**src/rtl/md_pkg.sv**
```systemverilog
// Shared opcode, class and unit-encoding definitions for the HI/LO
// multiply-divide issue path.
package md_pkg;

  typedef enum logic [3:0] {
    OP_NONE  = 4'd0,
    OP_MULTU = 4'd1,
    OP_MULT  = 4'd2,
    OP_DIVU  = 4'd3,
    OP_DIV   = 4'd4,
    OP_MTHI  = 4'd5,
    OP_MTLO  = 4'd6,
    OP_MADD  = 4'd7,
    OP_MFHI  = 4'd8,
    OP_MFLO  = 4'd9
  } md_op_e;

  typedef enum logic [1:0] {
    CLS_NONE,
    CLS_ARITH,
    CLS_WRITE,
    CLS_READ
  } md_cls_e;

  localparam logic [1:0] HILO_LO   = 2'b00;
  localparam logic [1:0] HILO_HI   = 2'b01;
  localparam logic [1:0] HILO_MADD = 2'b10;

  localparam logic [1:0] MULOP_MULTU = 2'b00;
  localparam logic [1:0] MULOP_MULT  = 2'b01;
  localparam logic [1:0] MULOP_DIVU  = 2'b10;
  localparam logic [1:0] MULOP_DIV   = 2'b11;

  // Codes 10..15 fall through to NONE so they never stall or issue.
  function automatic md_cls_e op_class(input logic [3:0] op);
    md_cls_e cls;
    case (op)
      OP_MULTU, OP_MULT, OP_DIVU, OP_DIV: cls = CLS_ARITH;
      OP_MTHI, OP_MTLO, OP_MADD:          cls = CLS_WRITE;
      OP_MFHI, OP_MFLO:                   cls = CLS_READ;
      default:                            cls = CLS_NONE;
    endcase
    return cls;
  endfunction

  function automatic logic [1:0] mulop_of(input logic [3:0] op);
    logic [1:0] m;
    case (op)
      OP_MULT: m = MULOP_MULT;
      OP_DIVU: m = MULOP_DIVU;
      OP_DIV:  m = MULOP_DIV;
      default: m = MULOP_MULTU;
    endcase
    return m;
  endfunction

  function automatic logic [1:0] hilo_of(input logic [3:0] op);
    logic [1:0] h;
    case (op)
      OP_MTHI: h = HILO_HI;
      OP_MADD: h = HILO_MADD;
      default: h = HILO_LO;
    endcase
    return h;
  endfunction

endpackage

```
**src/rtl/md_latency_cnt.sv**
```systemverilog
// Loadable down-counter shadowing the unit's latency; stops at zero and
// reports whether it is still counting.
module md_latency_cnt #(
  parameter int W = 4
) (
  input  logic         clk,
  input  logic         reset,
  input  logic         load,
  input  logic [W-1:0] load_val,
  output logic         nz
);

  logic [W-1:0] cnt_q, cnt_d;

  always_comb begin
    cnt_d = cnt_q;
    if (load)
      cnt_d = load_val;
    else if (cnt_q != '0)
      cnt_d = cnt_q - 1'b1;
  end

  always_ff @(posedge clk) begin
    if (reset) cnt_q <= '0;
    else       cnt_q <= cnt_d;
  end

  assign nz = (cnt_q != '0);

endmodule

```
**src/rtl/muldiv_issue_ctrl.sv**
```systemverilog
// Issue/hazard control between ID and the HI/LO multiply-divide unit:
// decodes requests, pulses start/we with registered operands, stalls ID.
module muldiv_issue_ctrl
  import md_pkg::*;
#(
  parameter int MUL_CYCLES = 5,
  parameter int DIV_CYCLES = 10,
  parameter int CNT_W      = 4
) (
  input  logic        clk,
  input  logic        reset,
  input  logic        id_valid,
  input  logic [3:0]  id_op,
  input  logic [31:0] id_rs,
  input  logic [31:0] id_rt,
  input  logic        ex_flush,
  input  logic        md_busy,
  output logic        md_start,
  output logic        md_we,
  output logic [1:0]  md_hilo,
  output logic [1:0]  md_mulop,
  output logic [31:0] md_a,
  output logic [31:0] md_b,
  output logic        stall,
  output logic [31:0] stall_cnt
);

  // Shadow spans the start cycle plus the full unit latency.
  localparam logic [CNT_W-1:0] MUL_LOAD = CNT_W'(MUL_CYCLES + 1);
  localparam logic [CNT_W-1:0] DIV_LOAD = CNT_W'(DIV_CYCLES + 1);
  localparam logic [CNT_W-1:0] WR_LOAD  = CNT_W'(1);

  md_cls_e          id_cls;
  logic             busy_int, accept, is_arith, is_write;
  logic             shadow_nz, shadow_load;
  logic [CNT_W-1:0] shadow_val;

  logic        md_start_q, md_start_d;
  logic        md_we_q, md_we_d;
  logic [1:0]  md_hilo_q, md_hilo_d;
  logic [1:0]  md_mulop_q, md_mulop_d;
  logic [31:0] md_a_q, md_a_d;
  logic [31:0] md_b_q, md_b_d;
  logic [31:0] stall_cnt_q, stall_cnt_d;

  always_comb begin
    id_cls   = op_class(id_op);
    is_arith = (id_cls == CLS_ARITH);
    is_write = (id_cls == CLS_WRITE);
    busy_int = shadow_nz | md_start_q | md_busy;
    stall    = id_valid & (id_cls != CLS_NONE) & busy_int & ~ex_flush;
    accept   = id_valid & (is_arith | is_write) & ~busy_int & ~ex_flush;

    md_start_d  = 1'b0;
    md_we_d     = 1'b0;
    md_hilo_d   = md_hilo_q;
    md_mulop_d  = md_mulop_q;
    md_a_d      = md_a_q;
    md_b_d      = md_b_q;
    shadow_load = 1'b0;
    shadow_val  = WR_LOAD;

    if (accept) begin
      md_a_d      = id_rs;
      md_b_d      = id_rt;
      shadow_load = 1'b1;
      if (is_arith) begin
        md_start_d = 1'b1;
        md_mulop_d = mulop_of(id_op);
        shadow_val = (id_op == OP_DIVU || id_op == OP_DIV) ? DIV_LOAD : MUL_LOAD;
      end else begin
        md_we_d    = 1'b1;
        md_hilo_d  = hilo_of(id_op);
      end
    end

    stall_cnt_d = (stall && stall_cnt_q != '1) ? stall_cnt_q + 32'd1 : stall_cnt_q;
  end

  always_ff @(posedge clk) begin
    if (reset) begin
      md_start_q  <= 1'b0;
      md_we_q     <= 1'b0;
      md_hilo_q   <= '0;
      md_mulop_q  <= '0;
      md_a_q      <= '0;
      md_b_q      <= '0;
      stall_cnt_q <= '0;
    end else begin
      md_start_q  <= md_start_d;
      md_we_q     <= md_we_d;
      md_hilo_q   <= md_hilo_d;
      md_mulop_q  <= md_mulop_d;
      md_a_q      <= md_a_d;
      md_b_q      <= md_b_d;
      stall_cnt_q <= stall_cnt_d;
    end
  end

  md_latency_cnt #(.W(CNT_W)) u_shadow (
    .clk      (clk),
    .reset    (reset),
    .load     (shadow_load),
    .load_val (shadow_val),
    .nz       (shadow_nz)
  );

  assign md_start  = md_start_q;
  assign md_we     = md_we_q;
  assign md_hilo   = md_hilo_q;
  assign md_mulop  = md_mulop_q;
  assign md_a      = md_a_q;
  assign md_b      = md_b_q;
  assign stall_cnt = stall_cnt_q;

endmodule

```
**config.mk**
```make
export PLATFORM = sky130hd
export DESIGN_NAME = muldiv_issue_ctrl
export DESIGN_NICKNAME = d
export VERILOG_FILES = /design/src/rtl/md_pkg.sv /design/src/rtl/md_latency_cnt.sv /design/src/rtl/muldiv_issue_ctrl.sv
export SDC_FILE = /design/constraint.sdc
export NUM_CORES = 1
export LEC_CHECK = 0
export BUFFER_PORTS_ARGS = -buffer_cell sky130_fd_sc_hd__buf_2
export CAP_MARGIN = 20
export CORE_UTILIZATION = 44
export DETAILED_ROUTE_END_ITERATION = 16
export PLACE_DENSITY = 0.8
export SLEW_MARGIN = 20
export SYNTH_ARGS = -nofsm -noshare
export SYNTH_HDL_FRONTEND = slang
export SYNTH_HIERARCHICAL = 1
export SYNTH_SLANG_ARGS = --single-unit
```
**constraint.sdc**
```tcl
create_clock -name clk -period 2.7 [get_ports clk]
set_input_delay 0.405 -clock clk [delete_from_list [all_inputs] [get_ports clk]]
set_output_delay 0.405 -clock clk [all_outputs]
set_load 0.05 [all_outputs]
```
==> results_dict.tcl <==
set metrics [dict create \
    final_cell_mix "173 x buf_2, 148 x nand2_1, 106 x dfxtp_1, 99 x a21oi_1, 23 x buf_4" \
    syn-cell-area_mm2 0.00447 \
    cp-startpoint "id_op[0]" \
    yosys.area_share.xor_xnor_pct 1.18 \
    drive_gt1_share_pct 33.7 \
    drv_slew 0 \
    leakagePower_nw 2.45 \
    drtPass1Iterations 4 \
    worstSetupPathType "input port to output port" \
    worst-path-buf-inv 4 \
    crit_cells 10 \
    postCtsSetupRepairBufs 0 \
    start_kind "input port" \
    yosysUniqueCellTypes 52 \
    core_area_mm2 0.00982 \
    nFillCells 882 \
    hold_viol_final 0 \
    viasPerCell 5.20 \
    setup_tns_ps 0 \
    min-delay-path-class "input port to flop" \
    synth_flop_cell "dfxtp_1" \
    grt_max_degree 42 \
    relSlewSlack_pct 65.9 \
    cap_violations 0 \
    cts_buffers 9 \
    die_w_um 103 \
    post-route-min-period_ps 2610 \
    irDropWorstVdd_uv 247 \
    clock_latency_ps 370 \
    worst_pin_slew_ps 511 \
    r2r_setup_slack_ps 260 \
    synth_compound_area_share_pct 17.4 \
    powerDensity_mw_per_mm2 576 \
    synth-simple-area-share_pct 27.1 \
    holdWs_ps 253 \
    drt_wl_total_um 11300 \
    std_cell_rows 36 \
    ios 176 \
    synth_edf_count 0 \
    syn_inst 546 \
    status "finished clean" \
    async_flop_share_pct 0 \
    synthAdderAreaFrac_pct 1.68 \
    finalCritPeriodShare_pct 96.6 \
    worstPathCellList "buf_2 -> or2_4 -> ha_4 -> a21o_1 -> inv_1 -> ha_2 -> or3b_4 -> nor2_4 -> buf_4 -> buf_6" \
    gr-total-overflow 0 \
    r2r_start "u_shadow/cnt_q[1]" \
    htreeDepth 3 \
    cp_top_family "simple AND/OR/NAND/NOR gates" \
    port_buffers 175 \
    r2r-end "md_hilo[1]" \
    cp_max_fo 3 \
    finalSetupViolCount 0 \
    synth-seq-cells 106 \
    synth_top_family_by_area "simple AND/OR/NAND/NOR gates" \
    required_ps 2300 \
    syn_avg_cell_area_um2 8.18 \
    wl_per_cell_um 13.2 \
    grt_pass1_wl_um 17000 \
    grt_usage_pct 20.5 \
    gp_congestion 0.846 \
    cts_tree "built" \
    drt-initial-drc-count 130 \
    cts.path.max_buffers 2 \
    die_area_mm2 0.0106 \
    cts_sinks 106 \
    synthMuxAreaShare_pct 0.588 \
    antenna_found_initial 0 \
    grt_pass1_vias 3842 \
    diodes 0 \
    area_growth_pct 30.5 \
    post-route-drc-count 0 \
    skew_ps 10.3 \
    syn_nets 625 \
    via_count 4473 \
    worstRegToRegCells 9 \
    mostFrequentLayoutCell "buf_2" \
    clk_pin_slew_ps 100 \
    crit_end "stall" \
    hpwlAfterDp_um 8270 \
    ant_nets 0 \
    rsz0062_at_grt "false" \
    cts_root_buf "clkbuf_8" \
    start_util_pct 45.5 \
    fin_util_pct 59.4 \
    slowest_delay_ps 430 \
    arrival_ps 2200 \
    synth_seq_area_share_pct 47.5 \
    clock.fmax_mhz 383 \
    cpMaxStageDelayCell "or3b_4" \
    synth_warnings 6 \
    end_kind "output port" \
    layout.nets 802 \
    die-height_um 103 \
]
worst reg2reg max path, cell delays in order, from the launching register on:
cell and delay (ps):
dfxtp_1 330, inv_1 100, ha_1 150, nor3b_4 190, inv_1 70, or3_1 360, or3_4 390, buf_4 150
or4b_1 490, a21oi_1 150
cell usage after synthesis (all sizes together) (7+ instances only):
cell	count	share of area, %
nor2	14	1.2
or4	15	2.6
nand3	10	1.1
clkbuf	21	1.8
inv	12	1.0
a21oi	100	11
o21ai	17	1.9
nor3	7	1.1
or3	18	2.6
nand4	13	2.6
dfxtp	106	47
nand2	149	13
o31ai	14	3.0
buf	12	1.8
through the flow:
step	total power, mW	setup WS (ps)	instances	area (um^2)
after CTS	3.36	47.3	861	5810
after global placement	2.32	-186	845	5600
after detailed placement	2.34	-261	845	5600
after global routing	3.52	33.3	861	5830
after floorplan	2.13	-201	546	4510
final	3.36	92.2	861	5830
layer usage:
metal	GRT usage [%]	vias to the layer above	part of all wire, %
met5	0	-	0
met4	8.88	0	1.4
met3	5.63	11	7.7
met2	35.5	151	48
met1	23.7	2062	43
li1	-	2249	-
flip-flops by register name, indices dropped and copies added (netlist names):
name            cells
md_a               32
md_mulop            2
u_shadow/cnt_q      4
stall_cnt          32
md_b               32
md_hilo             2
md_we               1
md_start            1
report_power, final:
| group | switching (mW) | internal, mW |
|---|---|---|
| logic | 0.385 | 0.275 |
| clock network | 0.539 | 0.485 |
| registers | 0.0503 | 1.63 |
worst min path at each step:
stage | startpoint | end | slack, ps | cells after the start
final | id_rt[5] | md_b[5] | 250 | 3
after global routing | id_rt[10] | md_b[10] | 250 | 3
after CTS | id_rs[21] | md_a[21] | 250 | 3
after detailed placement | md_a[20] | md_a[20] | 450 | 2
after global placement | md_a[23] | md_a[23] | 440 | 2
after floorplan | reset | u_shadow/cnt_q[3] | 470 | 1
cells by family (layout without fill, tap and decap cells):
group,Yosys count,in the layout
AO/OA/AOI/OAI,138,138
adder cells (fa/ha/maj),6,6
multiplexers,2,2
AND/OR/NAND/NOR,243,243
flip-flops,106,106
buffers and inverters,45,227
XOR/XNOR,6,6
final cells by class:
| type | instances | area [um^2] | share of cell area [%] |
|---|---|---|---|
| clock buffers | 11 | 151 | 2.60 |
| clock inverters | 5 | 61.3 | 1.05 |
| inverters | 12 | 45.0 | 0.773 |
| multi-input cells | 395 | 2190 | 37.6 |
| flip-flops and latches | 106 | 2120 | 36.4 |
| well taps | 133 | 166 | 2.85 |
| repair buffers | 199 | 1090 | 18.7 |
what timing repair did:
item	4_1_cts	5_1_grt
setup endpoints to repair	1	26
hold buffers	0	0
pin swaps	0	0
resized for setup	1	5
Note: power is estimated with default switching activity, not from simulation.
